--- src/rtl/mc_controller_if.sv ---
// Controller <-> datapath bundle for the multicycle ARM-subset CPU.
// The controller sits on the master side, the datapath on the slave side.
interface mc_controller_if;
    logic [31:12] Instr;
    logic [3:0]   ALUFlags;
    logic         MemReady;

    logic         PCWrite;
    logic         IRWrite;
    logic         RegWrite;
    logic         MemWrite;
    logic         AdrSrc;
    logic         ALUSrcA;
    logic [1:0]   ALUSrcB;
    logic [1:0]   ResultSrc;
    logic [1:0]   RegSrc;
    logic [1:0]   ImmSrc;
    logic [2:0]   ALUControl;
    logic         Illegal;

    modport master (
        input  Instr, ALUFlags, MemReady,
        output PCWrite, IRWrite, RegWrite, MemWrite, AdrSrc, ALUSrcA, ALUSrcB,
               ResultSrc, RegSrc, ImmSrc, ALUControl, Illegal
    );

    modport slave (
        output Instr, ALUFlags, MemReady,
        input  PCWrite, IRWrite, RegWrite, MemWrite, AdrSrc, ALUSrcA, ALUSrcB,
               ResultSrc, RegSrc, ImmSrc, ALUControl, Illegal
    );
endinterface

--- src/rtl/mc_controller.sv ---
// Multicycle control unit: sequences fetch/decode/execute/memory/writeback,
// evaluates ARM condition codes against a registered NZCV flag file.
module mc_controller #(
    parameter bit EXT_OPS  = 1'b0,
    parameter bit MEM_WAIT = 1'b0
) (
    input logic            clk,
    input logic            reset,
    mc_controller_if.master bus
);

    typedef enum logic [3:0] {
        StFetch   = 4'd0,
        StDecode  = 4'd1,
        StMemAdr  = 4'd2,
        StMemRd   = 4'd3,
        StMemWb   = 4'd4,
        StMemWr   = 4'd5,
        StExecR   = 4'd6,
        StExecI   = 4'd7,
        StAluWb   = 4'd8,
        StBranch  = 4'd9,
        StUnknown = 4'd10
    } state_t;

    state_t     state_q, state_d;
    logic [3:0] flags_q, flags_d;
    logic       cond_q, cond_d;
    logic       illegal_q, illegal_d;

    logic [3:0] cond;
    logic [1:0] op;
    logic       i_bit;
    logic [3:0] cmd;
    logic       s_bit;
    logic       rd_pc;
    logic       ready;
    logic       unused_rn;

    assign cond  = bus.Instr[31:28];
    assign op    = bus.Instr[27:26];
    assign i_bit = bus.Instr[25];
    assign cmd   = bus.Instr[24:21];
    assign s_bit = bus.Instr[20];
    assign rd_pc = (bus.Instr[15:12] == 4'hF);
    assign ready = MEM_WAIT ? bus.MemReady : 1'b1;
    assign unused_rn = ^bus.Instr[19:16];

    logic [2:0] dp_alu;
    logic       dp_logic;
    logic       no_write;

    // Data-processing command decode; unrecognised commands become a silent ADD.
    always_comb begin
        dp_alu   = 3'b000;
        dp_logic = 1'b0;
        no_write = 1'b0;
        case (cmd)
            4'b0100: dp_alu = 3'b000;
            4'b0010: dp_alu = 3'b001;
            4'b0000: begin dp_alu = 3'b010; dp_logic = 1'b1; end
            4'b1100: begin dp_alu = 3'b011; dp_logic = 1'b1; end
            4'b0001: begin
                if (EXT_OPS) begin dp_alu = 3'b100; dp_logic = 1'b1; end
                else no_write = 1'b1;
            end
            4'b1010: begin
                no_write = 1'b1;
                if (EXT_OPS) dp_alu = 3'b001;
            end
            4'b1000: begin
                no_write = 1'b1;
                if (EXT_OPS) begin dp_alu = 3'b010; dp_logic = 1'b1; end
            end
            default: no_write = 1'b1;
        endcase
    end

    logic flag_n, flag_z, flag_c, flag_v;
    logic cond_ex;
    assign {flag_n, flag_z, flag_c, flag_v} = flags_q;

    // Condition evaluation against the registered flags.
    always_comb begin
        cond_ex = 1'b0;
        case (cond)
            4'b0000: cond_ex = flag_z;
            4'b0001: cond_ex = ~flag_z;
            4'b0010: cond_ex = flag_c;
            4'b0011: cond_ex = ~flag_c;
            4'b0100: cond_ex = flag_n;
            4'b0101: cond_ex = ~flag_n;
            4'b0110: cond_ex = flag_v;
            4'b0111: cond_ex = ~flag_v;
            4'b1000: cond_ex = flag_c & ~flag_z;
            4'b1001: cond_ex = ~(flag_c & ~flag_z);
            4'b1010: cond_ex = (flag_n == flag_v);
            4'b1011: cond_ex = (flag_n != flag_v);
            4'b1100: cond_ex = ~flag_z & (flag_n == flag_v);
            4'b1101: cond_ex = flag_z | (flag_n != flag_v);
            4'b1110: cond_ex = 1'b1;
            default: cond_ex = 1'b0;
        endcase
    end

    logic       pc_write, ir_write, reg_write, mem_write;
    logic       adr_src, alu_src_a;
    logic [1:0] alu_src_b, result_src, flag_w;
    logic [2:0] alu_control;

    // Next-state and Moore datapath controls; enables are gated by cond_q/ready.
    always_comb begin
        state_d     = state_q;
        pc_write    = 1'b0;
        ir_write    = 1'b0;
        reg_write   = 1'b0;
        mem_write   = 1'b0;
        adr_src     = 1'b0;
        alu_src_a   = 1'b0;
        alu_src_b   = 2'b00;
        result_src  = 2'b00;
        alu_control = 3'b000;
        flag_w      = 2'b00;
        unique case (state_q)
            StFetch: begin
                alu_src_a  = 1'b1;
                alu_src_b  = 2'b10;
                result_src = 2'b10;
                if (ready) begin
                    ir_write = 1'b1;
                    pc_write = 1'b1;
                    state_d  = StDecode;
                end
            end
            StDecode: begin
                alu_src_a  = 1'b1;
                alu_src_b  = 2'b10;
                result_src = 2'b10;
                case (op)
                    2'b01:   state_d = StMemAdr;
                    2'b00:   state_d = i_bit ? StExecI : StExecR;
                    2'b10:   state_d = StBranch;
                    default: state_d = StUnknown;
                endcase
            end
            StMemAdr: begin
                alu_src_b = 2'b01;
                state_d   = s_bit ? StMemRd : StMemWr;
            end
            StMemRd: begin
                adr_src = 1'b1;
                if (ready) state_d = StMemWb;
            end
            StMemWb: begin
                result_src = 2'b01;
                reg_write  = cond_q;
                pc_write   = cond_q & rd_pc;
                state_d    = StFetch;
            end
            StMemWr: begin
                adr_src   = 1'b1;
                mem_write = cond_q;
                if (ready) state_d = StFetch;
            end
            StExecR, StExecI: begin
                alu_src_b   = (state_q == StExecI) ? 2'b01 : 2'b00;
                alu_control = dp_alu;
                if (s_bit) flag_w = dp_logic ? 2'b10 : 2'b11;
                state_d     = StAluWb;
            end
            StAluWb: begin
                reg_write = cond_q & ~no_write;
                pc_write  = cond_q & ~no_write & rd_pc;
                state_d   = StFetch;
            end
            StBranch: begin
                alu_src_b  = 2'b01;
                result_src = 2'b10;
                pc_write   = cond_q;
                state_d    = StFetch;
            end
            StUnknown: state_d = StUnknown;
            default:   state_d = StFetch;
        endcase
    end

    // Flag file, condition latch and sticky illegal indicator next-state.
    always_comb begin
        flags_d = flags_q;
        if (flag_w[1] & cond_q) flags_d[3:2] = bus.ALUFlags[3:2];
        if (flag_w[0] & cond_q) flags_d[1:0] = bus.ALUFlags[1:0];
        cond_d    = (state_q == StDecode) ? cond_ex : cond_q;
        illegal_d = illegal_q | (state_d == StUnknown);
    end

    // State registers with asynchronous active-low reset.
    always_ff @(posedge clk or negedge reset) begin
        if (!reset) begin
            state_q   <= StFetch;
            flags_q   <= 4'b0000;
            cond_q    <= 1'b0;
            illegal_q <= 1'b0;
        end else begin
            state_q   <= state_d;
            flags_q   <= flags_d;
            cond_q    <= cond_d;
            illegal_q <= illegal_d;
        end
    end

    // Enables are forced low while reset is held so nothing writes mid-reset.
    assign bus.PCWrite    = reset & pc_write;
    assign bus.IRWrite    = reset & ir_write;
    assign bus.RegWrite   = reset & reg_write;
    assign bus.MemWrite   = reset & mem_write;
    assign bus.AdrSrc     = adr_src;
    assign bus.ALUSrcA    = alu_src_a;
    assign bus.ALUSrcB    = alu_src_b;
    assign bus.ResultSrc  = result_src;
    assign bus.ALUControl = alu_control;
    assign bus.RegSrc     = {(op == 2'b01) & ~s_bit, (op == 2'b10)};
    assign bus.ImmSrc     = op;
    assign bus.Illegal    = illegal_q;

endmodule

--- src/flat_wrapper.sv ---
// flat-port wrapper written by rule: the top's interface ports become plain ports
module mc_controller_flat 
#(
    parameter bit EXT_OPS  = 1'b0,
    parameter bit MEM_WAIT = 1'b0
)
  (clk, reset, bus_Instr, bus_ALUFlags, bus_MemReady, bus_PCWrite, bus_IRWrite, bus_RegWrite, bus_MemWrite, bus_AdrSrc, bus_ALUSrcA, bus_ALUSrcB, bus_ResultSrc, bus_RegSrc, bus_ImmSrc, bus_ALUControl, bus_Illegal);
  mc_controller_if bus_i ();
  input logic clk;
  input logic reset;
  input wire logic [$bits(bus_i.Instr)-1:0] bus_Instr;
  input wire logic [$bits(bus_i.ALUFlags)-1:0] bus_ALUFlags;
  input wire logic [$bits(bus_i.MemReady)-1:0] bus_MemReady;
  output wire logic [$bits(bus_i.PCWrite)-1:0] bus_PCWrite;
  output wire logic [$bits(bus_i.IRWrite)-1:0] bus_IRWrite;
  output wire logic [$bits(bus_i.RegWrite)-1:0] bus_RegWrite;
  output wire logic [$bits(bus_i.MemWrite)-1:0] bus_MemWrite;
  output wire logic [$bits(bus_i.AdrSrc)-1:0] bus_AdrSrc;
  output wire logic [$bits(bus_i.ALUSrcA)-1:0] bus_ALUSrcA;
  output wire logic [$bits(bus_i.ALUSrcB)-1:0] bus_ALUSrcB;
  output wire logic [$bits(bus_i.ResultSrc)-1:0] bus_ResultSrc;
  output wire logic [$bits(bus_i.RegSrc)-1:0] bus_RegSrc;
  output wire logic [$bits(bus_i.ImmSrc)-1:0] bus_ImmSrc;
  output wire logic [$bits(bus_i.ALUControl)-1:0] bus_ALUControl;
  output wire logic [$bits(bus_i.Illegal)-1:0] bus_Illegal;
  assign bus_i.Instr = bus_Instr;
  assign bus_i.ALUFlags = bus_ALUFlags;
  assign bus_i.MemReady = bus_MemReady;
  assign bus_PCWrite = bus_i.PCWrite;
  assign bus_IRWrite = bus_i.IRWrite;
  assign bus_RegWrite = bus_i.RegWrite;
  assign bus_MemWrite = bus_i.MemWrite;
  assign bus_AdrSrc = bus_i.AdrSrc;
  assign bus_ALUSrcA = bus_i.ALUSrcA;
  assign bus_ALUSrcB = bus_i.ALUSrcB;
  assign bus_ResultSrc = bus_i.ResultSrc;
  assign bus_RegSrc = bus_i.RegSrc;
  assign bus_ImmSrc = bus_i.ImmSrc;
  assign bus_ALUControl = bus_i.ALUControl;
  assign bus_Illegal = bus_i.Illegal;
  mc_controller #(.EXT_OPS(EXT_OPS), .MEM_WAIT(MEM_WAIT)) u_core (.clk(clk), .reset(reset), .bus(bus_i));
endmodule
--- config.mk ---
export PLATFORM = sky130hd
export DESIGN_NAME = mc_controller_flat
export DESIGN_NICKNAME = d
export VERILOG_FILES = /design/src/rtl/mc_controller_if.sv /design/src/rtl/mc_controller.sv /design/src/flat_wrapper.sv
export SDC_FILE = /design/constraint.sdc
export NUM_CORES = 1
export LEC_CHECK = 0
export CAP_MARGIN = 20
export CORE_MARGIN = 3
export CORE_UTILIZATION = 29
export CTS_BUF_LIST = sky130_fd_sc_hd__clkbuf_4 sky130_fd_sc_hd__clkbuf_8
export DETAILED_ROUTE_END_ITERATION = 16
export GPL_ROUTABILITY_DRIVEN = 1
export PLACE_DENSITY = 0.63
export SLEW_MARGIN = 0
export SYNTH_ARGS = -nofsm -noshare
export SYNTH_HDL_FRONTEND = slang
export SYNTH_SLANG_ARGS = --single-unit
--- constraint.sdc ---
create_clock -name clk -period 2.05 [get_ports clk]
set_input_delay 0.205 -clock clk [delete_from_list [all_inputs] [get_ports clk]]
set_output_delay 0.205 -clock clk [all_outputs]
set_load 0.005 [all_outputs]
# Word-level counts from Yosys, hierarchy flattened

Cells that the tools add are included.

Equality and inequality tests: 33
Multiplexer cells: 20
Bitwise gates (word level): 20
Reduce and logical (&&, ||, !) cells: 11

Operators by type and width:

| operator                                             | number |
|---|---|
| equality test 4 bit (second input constant)          | 13 |
| equality test 4 x 3 -> 1 bit (second input constant) | 9 |
| case mux 4 bit (6 select lines)                      | 1 |
| equality test 4 x 2 -> 1 bit (second input constant) | 5 |
| case mux 1 bit (15 select lines)                     | 1 |
| bitwise AND 1 bit                                    | 12 |
| zero test 4 bit                                      | 3 |
| case mux 2 bit (3 select lines)                      | 2 |
| case mux 4 bit (3 select lines)                      | 1 |
| OR reduction 2 bit                                   | 5 |
| equality test 4 x 1 -> 1 bit (second input constant) | 2 |
| 2-to-1 mux 1 bit                                     | 8 |
| 2-to-1 mux 3 bit                                     | 2 |
| inverter 1 bit                                       | 6 |
| 2-to-1 mux 2 bit                                     | 2 |
| case mux 1 bit (4 select lines)                      | 1 |
| case mux 2 bit (2 select lines)                      | 1 |
| OR reduction 4 bit                                   | 1 |
| OR reduction 3 bit                                   | 1 |
| equality test 2 x 1 -> 1 bit (second input constant) | 1 |
| equality test 2 bit (second input constant)          | 1 |
| zero test 2 bit                                      | 1 |
| bitwise OR 1 bit                                     | 2 |
| case mux 1 bit (2 select lines)                      | 1 |
| other kinds (2)                                      | 2 |

Register bits after elaboration: 10
Input port bits: 27
Output and inout port bits: 18
Logic and storage cells: 89

# Longest topological paths before layout

Gate-level depths: netlist of the first run.

Word-level depth: 7
Depth in mapped cells: 6
Gate-level depth less buffers: 5

# Worst setup path after synthesis of the first run

Ideal clock, no wire load.

Path type: reg2reg
From: register u_core.state_q[3]
To: register u_core.flags_q[0]
Setup time: 0.127 ns
Arrival time: 1.294 ns
Data required time: 1.923 ns
Setup slack: 0.628 ns
Stages on the path, launching flop included: 6
Buffers on the path: 1
Period minus slack after synthesis: 1.422 ns
Path through: dfrtp_1 buf_6 nand3b_4 nor2_2 o31a_1 mux2_1

Word-level cells in the longest chain between the ends: 4
Elaborated cells between the ends (all ways): 5
Classes of those cells: eq/ne: 2; mux: 1; bitwise: 1; reduce/logical: 1

Ends and longest elaborated chain:

| item                         | RTL line             | source |
|---|---|---|
| from (decl)                  | mc_controller.sv:26  | `state_t state_q, state_d;` |
| from (signal assigned)       | mc_controller.sv:199 | `state_q <= StFetch;` |
| from (signal assigned)       | mc_controller.sv:204 | `state_q <= state_d;` |
| equality test 4 x 3 -> 1 bit | mc_controller.sv:124 | `unique case (state_q)` |
| OR reduction 2 bit (*)       | mc_controller.sv:124 |  |
| 2-to-1 mux 2 bit (*)         | mc_controller.sv:124 |  |
| bitwise AND 1 bit (*)        | mc_controller.sv:191 | `if (flag_w[0] & cond_q) flags_d[1:0] = bus.ALUFlags[1:0];` |
| to (signal assigned)         | mc_controller.sv:205 | `flags_q <= flags_d;` |
| to (decl)                    | mc_controller.sv:27  | `logic [3:0] flags_q, flags_d;` |

Every way passes the cells marked *; elsewhere a longest branch is shown, timed or not.
A chain may end at the register's enable or synchronous reset.

# Final worst setup path of the first run

From: register u_core.state_q[2]
To: output bus_ALUSrcB[0]

Word-level cells in the longest chain between the ends: 3
Elaborated cells between the ends (all ways): 11
Classes of those cells: eq/ne: 5; mux: 2; reduce/logical: 4

Ends and longest elaborated chain:

| item                                                       | RTL line                                   | source |
|---|---|---|
| equality test 4 x 3 -> 1 bit, or another cell as far along | mc_controller.sv:124, mc_controller.sv:166 |  |
| 2-to-1 mux 1 bit, or another cell as far along             | mc_controller.sv:166                       | `alu_src_b = (state_q == StExecI) ? 2'b01 : 2'b00;` |
| case mux 2 bit (3 select lines) (*)                        | mc_controller.sv:124                       |  |
| to (decl)                                                  | flat_wrapper.sv:20                         | `output wire logic [$bits(bus_i.ALUSrcB)-1:0] bus_ALUSrcB;` |

Marks and branches as above.

==> flow_summary.yaml, run 1 <==
detailed_routing:
  drt_iter0_markers: 39
  dr.pass1.iters: 4
  route.antenna.remaining_nets: 0
  drt_wl_total_um: 2610
  drc: 0
  routedWlPerCell_um: 12.8
  vias: 1006
  avgViaCountPerCell: 4.93
yosys:
  synth_cells: 118
  synth.area.top_cells: "dfrtp_1, buf_4, nor2_1, a21oi_1, mux2_1"
  synth_top_area_share_pct: 25.2
  syn_area_um2: 995
  synth-edff-count: 0
  synthTopCellsByCount: "dfrtp_1, nor2_1, a21oi_1, nand2_1, nor3_1"
  synth_ff_type: "dfrtp_1"
  ys_warn_count: 0
  synthDistinctLibCells: 55
  synth_nets: 145
  synth_seq_cells: 10
  synth-async-reset-ratio_pct: 100
  seq_area_frac_synth_pct: 25.2
  avgSynthCellArea_um2: 8.43
  synth.largest_area_cell: "dfrtp_1"
global_route:
  grt_pass1_wl_um: 4310
  antenna_found_initial: 0
  overflow: 0
  grt_max_degree: 14
  grt_use_total_pct: 12.8
  grt_pass1_vias: 939
worst_setup_path:
  worstReg2RegEnd: "u_core.flags_q[0]"
  crit_path_max_fanout: 9
  cp_top_family: "buffers and inverters"
  arrival_ns: 1.76
  reg2reg_depth: 5
  slowest_delay_ns: 0.53
  criticalPathCategory: "flop to primary output"
  end_kind: "primary output"
  path_buf_inv: 2
  cp_data_required_time_ns: 1.85
  ff2ff_setup_slack_ns: 0.45
  slowest_stage: "clkdlybuf4s50_1"
  crit_path_cell_trace: "buf_4 -> or2b_1 -> o32ai_2 -> clkdlybuf4s50_1"
  startpoint_type: "flop"
  rr_startpoint: "u_core.state_q[3]"
pwr:
  power_switching_share_pct: 40.4
  intPower_mw: 0.976
  p_switching_mw: 0.661
  combPwrFrac_pct: 65.0
  power_density_nw_per_um2: 1100
  leakagePower_nw: 0.646
  sequentialPowerShare_pct: 24.4
  clock_power_share_pct: 10.6
  peakVddDrop_v: 0.000664
  finalPower_mw: 1.64
place:
  dp.cells: 198
  dp_hpwl_um: 2080
  place.gp.congestion: 0.756
  port_buffers: 38
  placed_cell_area_um2: 1420
clock_tree:
  cts_buffers: 3
  insertion_delay_ns: 0.26
  clkSinkCount: 10
  cts_tree: "built"
  root_buffer: "clkbuf_4"
  cts_buffer_depth: 2
  cts_hold_buf: 0
  path_clk_slew_ns: 0.06
  cts_max_level: 1
floorplanning:
  die_w_um: 64.6
  coreArea_um2: 3150
  ios: 45
  initial_core_util_pct: 31.5
  die_area_um2: 4170
  row_count: 20
  die-height_um: 64.6
final_layout:
  drive_gt1_share_pct: 20.6
  nNetsFinal: 188
  stdcell_count: 204
  area_delta_synth_final_pct: 50.2
  fin_area_um2: 1490
  antenna_cells: 0
flow_run:
  maxCapViolCount: 0
sta:
  drv_slew: 0
  hold_viol: 0
  rsz0062_at_grt: "yes"
  setup_tns_ns: 0
  setup_viol_count_final: 0
  period_minus_slack_ns: 1.96
  period_share_pct: 95.9
  fmax_mhz: 509
  skew_ns: 0.00252
hold_path:
  min_path_type: "input pin to async pin"
status:
  status: "finished clean"
[placed cells by master (no fill, tap or decap), types with 2 or more instances in the layout]
master | synthesis | final
a21oi_1 | 7 | 7
a31oi_1 | 3 | 3
and2b_1 | 2 | 2
buf_4 | 5 | 10
clkbuf_4 | 0 | 3
clkdlybuf4s50_1 | 0 | 35
dfrtp_1 | 10 | 9
dlymetal6s2s_1 | 0 | 2
inv_1 | 4 | 4
mux2_1 | 3 | 3
mux2i_1 | 2 | 2
nand2_1 | 7 | 7
nand2b_1 | 3 | 3
nand3_1 | 2 | 2
nor2_1 | 10 | 9
nor2_2 | 1 | 2
nor2b_1 | 2 | 2
nor3_1 | 6 | 6
o21ai_0 | 4 | 4
xnor2_1 | 3 | 3
xor2_1 | 2 | 2
[metrics by stage]
step | util, % | setup slack, ns | hold WS (ns)
6_report | 47.4 | 0.0850 | 0.328
5_1_grt | 47.4 | 0.000256 | 0.343
4_1_cts | 46.2 | 0.00622 | 0.323
3_5_place_dp | 44.9 | -0.160 | 0.465
3_3_place_gp | 44.9 | -0.143 | 0.465
2_1_floorplan | - | 0.628 | -0.0906
[worst max-delay path by stage]
stage,start,endpoint,slack (ns),cells after the start
6_report,u_core.state_q[2],bus_ALUSrcB[0],0.09,4
5_1_grt,u_core.state_q[3],bus_MemWrite,0.0003,4
4_1_cts,u_core.state_q[0],bus_ALUSrcB[0],0.006,4
3_5_place_dp,bus_Instr[11],bus_PCWrite,-0.16,6
3_3_place_gp,bus_Instr[11],bus_PCWrite,-0.14,6
2_1_floorplan,u_core.state_q[3],u_core.flags_q[0],0.63,5
[final cells by class]
cell class	instances	area, um^2
fillers	313	1660
multi-input cells	93	672
repair buffers	48	460
flip-flops and latches	10	251
well taps	44	55.1
clock buffers	4	36.3
inverters	5	18.8
[per-layer routing]
metal  wire length, um  up-vias  global-route usage (%)
li1                  -      506                       -
met1              1050      467                    15.1
met2              1360       33                    23.2
met3               201        0                    4.33
met4                 0        0                   0.792
met5                 0        -                       0
[state kept, by name, summed over array words and instances, names as in the netlist]
| name | cells |
|---|---|
| u_core.bus.Illegal | 1 |
| u_core.state_q | 4 |
| u_core.cond_q | 1 |
| u_core.flags_q | 4 |
[logic make-up (layout without fill, tap and decap cells)]
group                  Yosys count  count (layout)  share of synthesized area [%]
AND/OR/NAND/NOR                 50              50                           30.9
AO/OA/AOI/OAI                   31              31                           22.8
buffers and inverters           15              57                           9.43
flip-flops                      10              10                           25.2
multiplexers                     6               6                           6.92
XOR/XNOR                         5               5                           4.40
other                            1               1                          0.377
[timing repair]
item / 4_1_cts / 5_1_grt
setup endpoints to repair: 4 / 5
resized for setup: 3 / 6
hold endpoints to repair: 0 / 0
buffers inserted: 0 / 2
pin swaps: 0 / 1
[power groups by stage]
stage	Combinational, mW	Sequential (mW)	Clock [mW]
final	1.06	0.399	0.174
after global routing	1.16	0.417	0.193
after CTS	1.02	0.406	0.179
after detailed placement	1.02	0.408	0
after global placement	1.01	0.402	0
after floorplan	0.697	0.358	0
No activity file was read; power rests on OpenSTA's default activity.
==> inputs of run 2 (changes only) <==
--- a/config.mk
+++ b/config.mk
@@ -9,6 +9,7 @@
 export CORE_MARGIN = 3
 export CORE_UTILIZATION = 29
 export CTS_BUF_LIST = sky130_fd_sc_hd__clkbuf_4 sky130_fd_sc_hd__clkbuf_8
+export CTS_CLUSTER_DIAMETER = 30
 export DETAILED_ROUTE_END_ITERATION = 16
 export GPL_ROUTABILITY_DRIVEN = 1
 export PLACE_DENSITY = 0.63
==> results of run 2 <==
The final DEF is identical to that of run 1; final timing and power are the same.
